File: src/rtl/alu_top.sv
`default_nettype none
// ============================================================================
// Module   : alu_top
// Purpose  : Registered single-bit ALU slice (AND/OR/SLT/ADD) with signed
//            less-than and overflow outputs for the most-significant slice.
// Revision : 1.0  initial release
// ============================================================================
module alu_top (
    input  logic       clk,
    input  logic       rst,
    input  logic       a,
    input  logic       b,
    input  logic       sm,
    input  logic       sa,
    input  logic       sb,
    input  logic       c_in,
    input  logic [1:0] op,
    output logic       result,
    output logic       set,
    output logic       ovf
);

    localparam logic [1:0] c_OP_AND = 2'b00;
    localparam logic [1:0] c_OP_OR  = 2'b01;
    localparam logic [1:0] c_OP_SLT = 2'b10;
    localparam logic [1:0] c_OP_ADD = 2'b11;

    logic w_aa;
    logic w_bb;
    logic w_sum;
    logic w_cout;
    logic w_ovf_raw;
    logic w_result;
    logic w_ovf;
    logic w_set;

    logic r_result;
    logic r_set;
    logic r_ovf;

    assign w_aa      = a ^ sa;
    assign w_bb      = b ^ sb;
    assign w_sum     = w_aa ^ w_bb ^ c_in;
    assign w_cout    = (w_aa & w_bb) | (w_aa & c_in) | (w_bb & c_in);
    assign w_ovf_raw = c_in ^ w_cout;
    // Sign of the true (unoverflowed) result: correct signed less-than.
    assign w_set     = w_sum ^ w_ovf_raw;

    always_comb begin
        w_result = 1'b0;
        w_ovf    = 1'b0;
        case (op)
            c_OP_AND: w_result = w_aa & w_bb;
            c_OP_OR:  w_result = w_aa | w_bb;
            c_OP_SLT: begin
                w_result = sm;
                w_ovf    = w_ovf_raw;
            end
            c_OP_ADD: begin
                w_result = w_sum;
                w_ovf    = w_ovf_raw;
            end
            default: begin
                w_result = 1'b0;
                w_ovf    = 1'b0;
            end
        endcase
    end

    always_ff @(posedge clk) begin
        if (rst) begin
            r_result <= 1'b0;
            r_set    <= 1'b0;
            r_ovf    <= 1'b0;
        end else begin
            r_result <= w_result;
            r_set    <= w_set;
            r_ovf    <= w_ovf;
        end
    end

    assign result = r_result;
    assign set    = r_set;
    assign ovf    = r_ovf;

endmodule
`default_nettype wire

File: config.mk
export PLATFORM = sky130hd
export DESIGN_NAME = alu_top
export DESIGN_NICKNAME = d
export VERILOG_FILES = /design/src/rtl/alu_top.sv
export SDC_FILE = /design/constraint.sdc
export NUM_CORES = 1
export LEC_CHECK = 0
export ABC_AREA = 1
export ABC_CLOCK_PERIOD_IN_PS = 1500
export BUFFER_PORTS_ARGS = -buffer_cell sky130_fd_sc_hd__buf_2
export CORE_AREA = 2 2 39 41
export DETAILED_ROUTE_END_ITERATION = 16
export DIE_AREA = 0 0 41 43
export HOLD_SLACK_MARGIN = 0.1
export PLACE_DENSITY = 0.49
export REMOVE_ABC_BUFFERS = 1
export SYNTH_ARGS = -nofsm -noshare
export SYNTH_HDL_FRONTEND = slang
export SYNTH_SLANG_ARGS = --single-unit
File: constraint.sdc
create_clock -name clk -period 1.5 [get_ports clk]
set_input_delay 0.15 -clock clk [delete_from_list [all_inputs] [get_ports clk]]
set_output_delay 0.15 -clock clk [all_outputs]
set_load 0.01 [all_outputs]
# After elaboration in Yosys (flattened, before gate mapping)
# Cells that the tools add are included.
classes:
  addsub: 0
  n_mul: 0
  div: 0
  n_lt_le_gt_ge: 0
  eq_ne: 3
  shift: 0
  n_mux: 1
  n_bitwise: 13
  reduce_logical: 3
op_table:
  columns: ["op", "n"]
  rows:
  - ["$xor 1x1->1", 6]
  - ["$eq 2x2->1 const B", 2]
  - ["$pmux 1 s4", 1]
  - ["$reduce_or 2->1", 2]
  - ["$and 1x1->1", 3]
  - ["$or 1x1->1", 3]
  - ["$eq 2x1->1 const B", 1]
  - ["$logic_not 2->1", 1]
  - ["$not 1->1", 1]
totals:
  ff_bits: 3
  latch_bits: 0
  ramBits: 0
  mem_bits_ro: 0
  input_bits: 10
  out_inout_bits: 3
  memories: 0

# Longest topological paths before layout
# Gate-level depths: netlist of run 1.
logic_depth:
  ltp_word: 6
  depth_mapped: 7
  depth_no_buf: 7

# Worst setup path after synthesis of run 1
# Ideal clock, no wire load.
synth_path:
  kind: "input to register"
  startpoint: "in sa"
  endpoint: "reg r_result, in the netlist result"
  setup_time_ns: 0.113
  t_arrival_ns: 1.128
  path_slack_ns: 0.260
  path_stages: 6
  path_buffers: 0
  cell_sequence: "xnor2_1 inv_1 fa_1 nor2_2 nor2_1 nor2_1"
synth_via:
  elab_chain_cells: 4
  elab_cells_between_ends: 6
  cone_classes: "mux: 1; bitwise: 5"
synth_lines:
  columns: ["item", "line", "rtl"]
  rows:
  - ["start, declared", "14", "input logic sa,"]
  - ["$xor 1x1->1 (*)", "41", "assign w_aa = a ^ sa;"]
  - ["$xor 1x1->1 (2 in series)", "43", "assign w_sum = w_aa ^ w_bb ^ c_in;"]
  - ["$pmux 1 s4 (*)", "52", "case (op)"]
  - ["end signal, assigned", "76", "r_result <= w_result;"]
  - ["end, declared", "37", "logic r_result;"]
# Every way passes the cells marked *; elsewhere a longest branch is shown, timed or not.
# A chain may end at the register's enable or synchronous reset.

# Worst setup path in the final report of run 1
# Same ends and word-level chain as after synthesis.

==> run_results.csv, run 1 <==
group,metric,value,unit
clock_tree,ctsHoldBuffers,0,
synth,yosysWarnings,0,
timing,setup_viol_count_final,0,
timing,fin_crit_sh,0.7952,
drt,wl_per_cell,6.820,µm
floorplanning,core,1384,µm²
drt,ant_nets,0,
setup_path,crit_path_frequent_cell,"nor2_1",
place,gp_congestion,0.5991,
synth,yosys_register_bits,3,
place,dpl.hpwl,364.8,µm
place,placed_cell_area,312.8,µm²
clock_tree,cts_repair_resize_count,0,
floorplanning,die_h,43,µm
finish,nets,60,
setup_path,path_delay_family,"adder cells",
setup_path,cp-start-kind,"primary input",
floorplanning,start_util,0.1682,
floorplanning,chipWidth,41,µm
grt,grt_overflow,0,
power_and_ir_drop,power_density,910.2,nW/µm²
drt,first_iter_violations,1,
synth,synth_top_area_frac,0.2581,
synth,synth_top_area_cell,"dfxtp_1",
setup_path,crit_path_max_fanout,3,
drt,vias_per_cell,3.393,
clock_tree,path_clk_slew,0.04,ns
setup_path,crit_chain,"buf_2 -> xnor2_1 -> inv_1 -> fa_1 -> nor2_2 -> nor2_1 -> nor2_1",
synth,syn_inst,29,
floorplanning,fp-row-count,14,
drt,wirelength,416,µm
finish,antenna-diode-count,0,
setup_path,cp_slowest_stage_delay,0.54,ns
grt,grt_pass1_vias,184,
drt,route.detailed.drc,0,
clock_tree,clock-root-buffer,"clkbuf_4",
synth,syn_area,232.7,µm²
finish,layout.cells.non_filler,61,
setup_path,startpoint,"sa",
worst_hold_path,hold_end,"ovf",
synth,synthTopCellsByArea,"dfxtp_1 26%, fa_1 17%, inv_1 11%",
run_status,outcome,"finished clean",
timing,rsz0062_at_grt,"false",
power_and_ir_drop,vdd_drop_max,0.2436,mV
timing,fin_tns_setup,0,ns
clock_tree,cts_tree,"yes",
setup_path,crit_required,1.63,ns
synth,syn_area_per_cell,8.025,µm²
grt,grt_max_degree,4,
timing,min_period,1.193,ns
worst_hold_path,hold_path.class,"primary input to register",
clock_tree,cts_buffers,3,
worst_hold_path,worstHoldStart,"rst",
setup_path,endpoint_kind,"register",
timing,slew_headroom,0.8593,
synth,yosysSeqAreaShare,0.2581,
drt,vias,207,
power_and_ir_drop,finalPower,0.3086,mW
timing,hold_viol,0,
timing,report.final.slew_viol_count,0,
setup_path,slowest_stage,"fa_1",
drt,drt-pass1-iter-count,2,
finish,drive_gt1_frac,0.4000,
timing,tightest_slew,0.2096,ns
floorplanning,ios,13,
run,maxCapViolCount,0,
worst_hold_path,min_path_cells,2,
timing,fmaxAchievable,0.8384,GHz
grt,grt_pass1_wl,703,µm
grt,antenna_found_initial,0,
place,portBuffers,12,
floorplanning,die-area,1763,µm²
clock_tree,cts.sinks,3,
finish,area_growth,45.70,%
clock_tree,htree_levels,1,
finish,final_area,339.1,µm²
clock_tree,post_cts_buffers,0,
grt,grt_usage,0.07028,
setup_path,worst-path-buf-inv,2,
setup_path,critical_path_class,"primary input to register",
setup_path,cp.arrival,1.32,ns
power_and_ir_drop,p_leak,0.1906,nW
clock_tree,cts.path.max_buffers,2,
place,place_inst,57,
synth,ys_types,11,
-- cells in the mapped netlist --
library cell  n
dfxtp_1       3
fa_1          2
ha_1          2
inv_1         7
inv_2         1
nand2_1       5
nand3_1       1
nor2_1        3
nor2_2        1
nor3_2        1
xnor2_1       3
-- cell type report --
| type | instances | area [µm²] |
|---|---|---|
| multi-input cells | 18 | 142.6 |
| repair buffers | 12 | 60.06 |
| inverters | 8 | 30.03 |
| flip-flops and latches | 3 | 60.06 |
| clock buffers | 4 | 26.28 |
| well taps | 16 | 20.02 |
| fillers | 166 | 1045 |
-- power by group --
group	switching [mW]	internal, mW	leakage, nW	total (mW)
logic	0.0427	0.0368	0.151	0.0794
registers	0.00114	0.0874	0.0249	0.0885
clock network	0.0411	0.0996	0.0150	0.141
-- how the worst max path moves through the flow --
stage | end | slack, ns | cells after the start
finish | result | 0.31 | 7
global route | result | 0.20 | 7
CTS | result | 0.30 | 7
detailed placement | result | 0.05 | 7
global placement | result | 0.06 | 7
floorplan | result | 0.26 | 6
-- logic make-up after synthesis --
family | count (synthesis) | synth area share
and+or+nand+nor | 11 | 0.2204
DFF | 3 | 0.2581
xor gates and xnor gates | 3 | 0.1129
adders and majority gates | 4 | 0.2796
buffers and inverters | 8 | 0.1290
-- registers in the layout (all words and copies together), names as in the netlist --
| signal | flops |
|---|---|
| result | 1 |
| set | 1 |
| ovf | 1 |
-- cell usage in the layout (no fill, tap or decap), types with 2 or more instances in the layout --
master and count:
ha_1 2, fa_1 2, dfxtp_1 3, clkbuf_4 3
inv_1 7, xnor2_1 3, buf_2 12, nand2_1 5
nor2_1 3
-- through the flow --
step                worst slack [ns]  hold slack, ns  utilization
floorplan                     0.2596          0.2209            -
global placement             0.06294          0.3552       0.2260
detailed placement           0.05038          0.3608       0.2260
CTS                           0.3016          0.1080       0.2450
global route                  0.2028          0.1040       0.2450
finish                        0.3072          0.1140       0.2450
-- routing by layer --
metal | vias to the layer above | share of wire | global-route usage
met5 | - | 0 | 0
met4 | 0 | 0 | 0.08000
met3 | 0 | 0.094 | 0.06283
met2 | 9 | 0.51 | 0.08750
met1 | 87 | 0.39 | 0.05788
li1 | 111 | - | -
Note: power is estimated with default switching activity, not from simulation.
==> inputs of run 2 (changes only) <==
Settings changed: ABC_AREA 1 to 0, ABC_CLOCK_PERIOD_IN_PS 1500 to 1100, PLACE_DENSITY 0.49 to 0.47.
Clock period 1.5 ns to 1.1 ns, I/O delays scaled along.
==> run 2 against run 1 <==
Net effect:
- the run now ends with negative setup slack left
- area after synthesis decreased by 9.7%
- non-clock buffer count increased by 5
- cell count decreased by 8.2%
- synthesized cell count decreased by 34%
- final area increased by 23%
- die area unchanged
- utilization increased by 5.7 points
- sequential share of layout area decreased by 3.3 points
- power increased by 52%
- clock-buffer cell count unchanged
==> run_results.csv, run 2 <==
group,metric,value,unit
finish,nets,55,
power_and_ir_drop,pwr-share-comb,0.321,
power_and_ir_drop,p_leak,0.2086,nW
run_status,outcome,"complete, but fails checks",
drt,ant_nets,0,
floorplanning,core,1384,µm²
timing,setup_viol_count_final,1,
synth,synth_top_area_frac,0.2857,
synth,syn_area,210.2,µm²
grt,grt_max_degree,4,
timing,worst_slack,-0.1463,ns
floorplanning,die_h,43,µm
synth,async_flop_share,0,
floorplanning,chipWidth,41,µm
timing,fmaxAchievable,0.8023,GHz
clock_tree,cts_tree,"yes",
drt,wl_per_cell,7.571,µm
power_and_ir_drop,power_density,1121,nW/µm²
run,maxCapViolCount,0,
grt,grt_pass1_vias,192,
grt,grt_overflow,0,
power_and_ir_drop,p_sw_frac,0.2614,
synth,yosysSeqAreaShare,0.2857,
finish,layout_commonest_cell,"buf_2",
place,gp_congestion,0.6971,
finish,antenna-diode-count,0,
power_and_ir_drop,p_clk_frac,0.419,
setup_path,endpoint_kind,"register",
drt,drt-pass1-iter-count,2,
power_and_ir_drop,switching_power,0.1224,mW
timing,fin_crit_sh,1.133,
setup_path,crit_path_max_fanout,2,
setup_path,critical_path_class,"primary input to register",
floorplanning,fp-row-count,14,
synth,synth.most_common_cell,"inv_1",
timing,report.final.slew_viol_count,0,
run_status,violations,"negative setup slack",
clock_tree,clock-root-buffer,"clkbuf_4",
grt,antenna_found_initial,0,
synth,syn_area_per_cell,11.06,µm²
timing,slew_headroom,0.8925,
clock_tree,htree_levels,1,
setup_path,cp.arrival,1.42,ns
setup_path,cp-start-kind,"primary input",
clock_tree,cts_buffers,3,
power_and_ir_drop,vdd_drop_max,0.2557,mV
clock_tree,path_clk_slew,0.04,ns
synth,ys_top_cells_by_count,"5 x inv_1, 3 x dfxtp_1, 2 x fa_1, 2 x ha_1, 2 x xnor2_1",
finish,area_growth,98.81,%
clock_tree,cts.sinks,3,
drt,route.detailed.drc,0,
place,portBuffers,12,
power_and_ir_drop,finalPower,0.4684,mW
drt,vias,196,
floorplanning,die-area,1763,µm²
timing,hold_viol,0,
finish,drive_gt1_frac,0.6500,
synth,ys.flop_type,"dfxtp_1",
synth,yosysWarnings,0,
synth,synthTopCellsByArea,"dfxtp_1 29%, fa_1 19%, ha_1 12%",
synth,ys_types,10,
drt,wirelength,424,µm
synth,synth_top_area_cell,"dfxtp_1",
synth,syn_inst,19,
synth,synth-edff-count,0,
floorplanning,start_util,0.1519,
grt,grt_usage,0.06452,
setup_path,startpoint,"sa",
worst_hold_path,hold_path.class,"primary input to register",
drt,first_iter_violations,3,
power_and_ir_drop,seq_power_share,0.260,
drt,vias_per_cell,3.500,
setup_path,worstSetupEndpoint,"result",
grt,grt_pass1_wl,710,µm
synth,yosys_register_bits,3,
finish,final_cell_mix,"10 x buf_2, 4 x inv_1, 3 x clkbuf_4, 3 x dfxtp_1, 3 x buf_4",
timing,tightest_slew,0.1610,ns
timing,hold_ws,0.1421,ns
setup_path,crit_required,1.27,ns
timing,rsz0062_at_grt,"true",
power_and_ir_drop,p_int,0.3459,mW
clock_tree,cts.path.max_buffers,2,
timing,min_period,1.246,ns
floorplanning,ios,13,
-- run 2: logic make-up after synthesis --
family                     synth area share
muxes                                0.1071
xor gates and xnor gates             0.1250
and+or+nand+nor                     0.08335
DFF                                  0.2857
adders and majority gates            0.3095
buffers and inverters               0.08930
-- run 2: worst min-delay path by stage --
stage / startpoint / end / slack (ns) / depth (start not counted)
global placement: rst / result / 0.31 / 2
CTS: op[1] / ovf / 0.16 / 2
floorplan: rst / set / 0.18 / 1
finish: op[1] / ovf / 0.14 / 2
global route: op[1] / ovf / 0.17 / 2
detailed placement: rst / result / 0.31 / 2
-- run 2: layer usage --
metal / share of wire / global-route usage
met1: 0.41 / 0.07818
met2: 0.45 / 0.07813
met3: 0.12 / 0.01571
met4: 0.019 / 0.08000
met5: 0 / 0
-- run 2: final cells by class --
type	count	area, µm²
clock buffers	4	26.28
fillers	147	965.9
inverters	5	18.77
multi-input cells	11	172.7
flip-flops and latches	3	60.06
well taps	16	20.02
repair buffers	17	120.1
-- run 2: stage by stage --
step	worst slack, ns	instances	setup TNS [ns]	utilization	cell area, µm²
floorplan	-0.3537	19	-0.4113	-	210.2
global placement	-0.4351	51	-0.7805	0.2315	320.3
detailed placement	-0.4552	51	-0.8314	0.2315	320.3
CTS	-0.1545	56	-0.1545	0.2830	391.6
global route	-0.1977	56	-0.1977	0.3020	417.9
finish	-0.1463	56	-0.1463	0.3020	417.9
-- run 2: worst max-delay path: stages --
cell and delay, ns:
buf_8 0.10, xnor2_4 0.16, inv_2 0.07, fa_1 0.43, mux4_2 0.46, nor2_1 0.09
-- run 2: timing repair --
action                                  CTS  global route
pin swaps                                 3             0
buffers inserted                          1             0
hold buffers                              1             0
gates resized for setup                   7             4
endpoints found under the setup margin    2             2
endpoints found under the hold margin     3             0
-- run 2: power groups by stage --
stage	Clock, mW	Combinational, mW	Sequential, mW
2_1_floorplan	0	0.0515	0.130
3_3_place_gp	0	0.115	0.123
3_5_place_dp	0	0.116	0.123
4_1_cts	0.202	0.140	0.122
5_1_grt	0.214	0.168	0.123
6_report	0.196	0.150	0.122
==> inputs of run 3 (changes only) <==
Settings changed: REMOVE_ABC_BUFFERS 1 to default.
==> run 3 against run 2 <==
Net effect:
- the run still ends with negative setup slack left
- clock power is essentially flat
- fmax grew 0.64%
- first-iteration DRC count is the same
- wire length grew 5.0%
- utilization shrank 0.27 points
- power shrank 1.1%
- combinational power shrank 3%
- hold slack gained 0.0026 ns
- final area shrank 0.90%
- via count shrank 3.1%
==> run_results.csv, run 3 (synthesized netlist as in run 2, its figures left out) <==
group,metric,value,unit
run_status,outcome,"complete, but fails checks",
run_status,violations,"negative setup slack",
floorplanning,ios,13,
grt,grt_pass1_vias,206,
place,portBuffers,12,
timing,fin_tns_setup,-0.1384,ns
timing,tightest_slew,0.1498,ns
setup_path,critical_path_class,"primary input to register",
drt,vias,190,
floorplanning,chipWidth,41,µm
synth,syn-num-nets,33,
power_and_ir_drop,seq_power_share,0.263,
setup_path,cp-start-kind,"primary input",
grt,grt_max_degree,4,
timing,setup_viol_count_final,1,
timing,fin_crit_sh,1.126,
clock_tree,cts.sinks,3,
drt,route.detailed.drc,0,
timing,slew_headroom,0.9001,
drt,vias_per_cell,3.393,
floorplanning,die_h,43,µm
setup_path,crit_required,1.27,ns
floorplanning,core,1384,µm²
finish,area_growth,97.02,%
finish,nets,55,
power_and_ir_drop,p_leak,0.2073,nW
power_and_ir_drop,pwr-share-comb,0.316,
setup_path,cp.arrival,1.41,ns
timing,worst_slack,-0.1384,ns
clock_tree,clock-root-buffer,"clkbuf_4",
clock_tree,path_clk_slew,0.04,ns
power_and_ir_drop,vdd_drop_max,0.2055,mV
floorplanning,fp-row-count,14,
timing,hold_viol,0,
grt,grt_overflow,0,
clock_tree,cts.path.max_buffers,2,
finish,final_area,414.1,µm²
setup_path,endpoint_kind,"register",
finish,drive_gt1_frac,0.6500,
floorplanning,die-area,1763,µm²
timing,fmaxAchievable,0.8075,GHz
grt,grt_pass1_wl,690,µm
power_and_ir_drop,p_int,0.3431,mW
place,placed_cell_area,346.6,µm²
timing,rsz0062_at_grt,"true",
drt,wl_per_cell,7.946,µm
setup_path,crit_path_max_fanout,2,
finish,antenna-diode-count,0,
worst_hold_path,hold_path.class,"primary input to register",
drt,first_iter_violations,3,
drt,wirelength,445,µm
power_and_ir_drop,power_density,1118,nW/µm²
run,maxCapViolCount,0,
power_and_ir_drop,switching_power,0.1199,mW
place,gp_congestion,0.6838,
grt,grt_usage,0.06445,
clock_tree,htree_levels,1,
grt,antenna_found_initial,0,
floorplanning,start_util,0.1519,
timing,min_period,1.238,ns
clock_tree,cts_buffers,3,
finish,final_cell_mix,"10 x buf_2, 4 x inv_1, 4 x buf_4",
drt,drt-pass1-iter-count,2,
drt,ant_nets,0,
power_and_ir_drop,p_sw_frac,0.2589,
power_and_ir_drop,p_clk_frac,0.421,
timing,report.final.slew_viol_count,0,
clock_tree,cts_tree,"yes",
finish,layout_commonest_cell,"buf_2",
==> run 3: final timing paths <==
path,end,startpoint,slack (ns),depth (start not counted)
worst max-delay path,result,a,-0.14,6
worst min-delay path,ovf,op[1],0.14,2
==> run 3: timing repair <==
action	in CTS	in global routing
hold buffers	1	0
pin swaps	4	1
gates resized for setup	7	1
setup endpoints to repair	2	2
buffers inserted	1	0
hold endpoints to repair	3	0
==> run 3: through the flow <==
stage	setup slack (ns)	std cells	util	hold WS [ns]	total power, mW
global placement	-0.4248	51	0.2505	0.3131	0.2532
global route	-0.1819	56	0.2993	0.1697	0.5071
CTS	-0.1364	56	0.2957	0.1441	0.4759
finish	-0.1384	56	0.2993	0.1447	0.4630
detailed placement	-0.4267	51	0.2505	0.3170	0.2537
floorplan	-0.2640	19	-	0.1816	0.1903
==> run 3: layout make-up <==
| class | count | area (µm²) |
|---|---|---|
| clock buffers | 4 | 26.28 |
| fillers | 154 | 969.7 |
| inverters | 5 | 18.77 |
| multi-input cells | 11 | 172.7 |
| flip-flops and latches | 3 | 60.06 |
| well taps | 16 | 20.02 |
| repair buffers | 17 | 116.4 |
==> run 3: power groups by stage <==
stage          clock network [mW]  logic, mW  registers, mW
5_1_grt                     0.218      0.165          0.123
3_5_place_dp                    0      0.130          0.124
4_1_cts                     0.207      0.147          0.122
2_1_floorplan                   0     0.0604          0.130
6_report                    0.195      0.146          0.122
3_3_place_gp                    0      0.130          0.123
==> run 3: critical path, stage by stage <==
cell,delay (ns)
buf_8,0.10
xnor2_4,0.15
inv_2,0.06
fa_1,0.44
mux4_2,0.46
nor2_1,0.09
==> run 3: layer usage <==
layer  share of wire  vias up  track usage
met4               0        0       0.1000
met5               0        -            0
li1                -       95            -
met1            0.35       82      0.06169
met2            0.50       13      0.08125
met3            0.15        0      0.02094
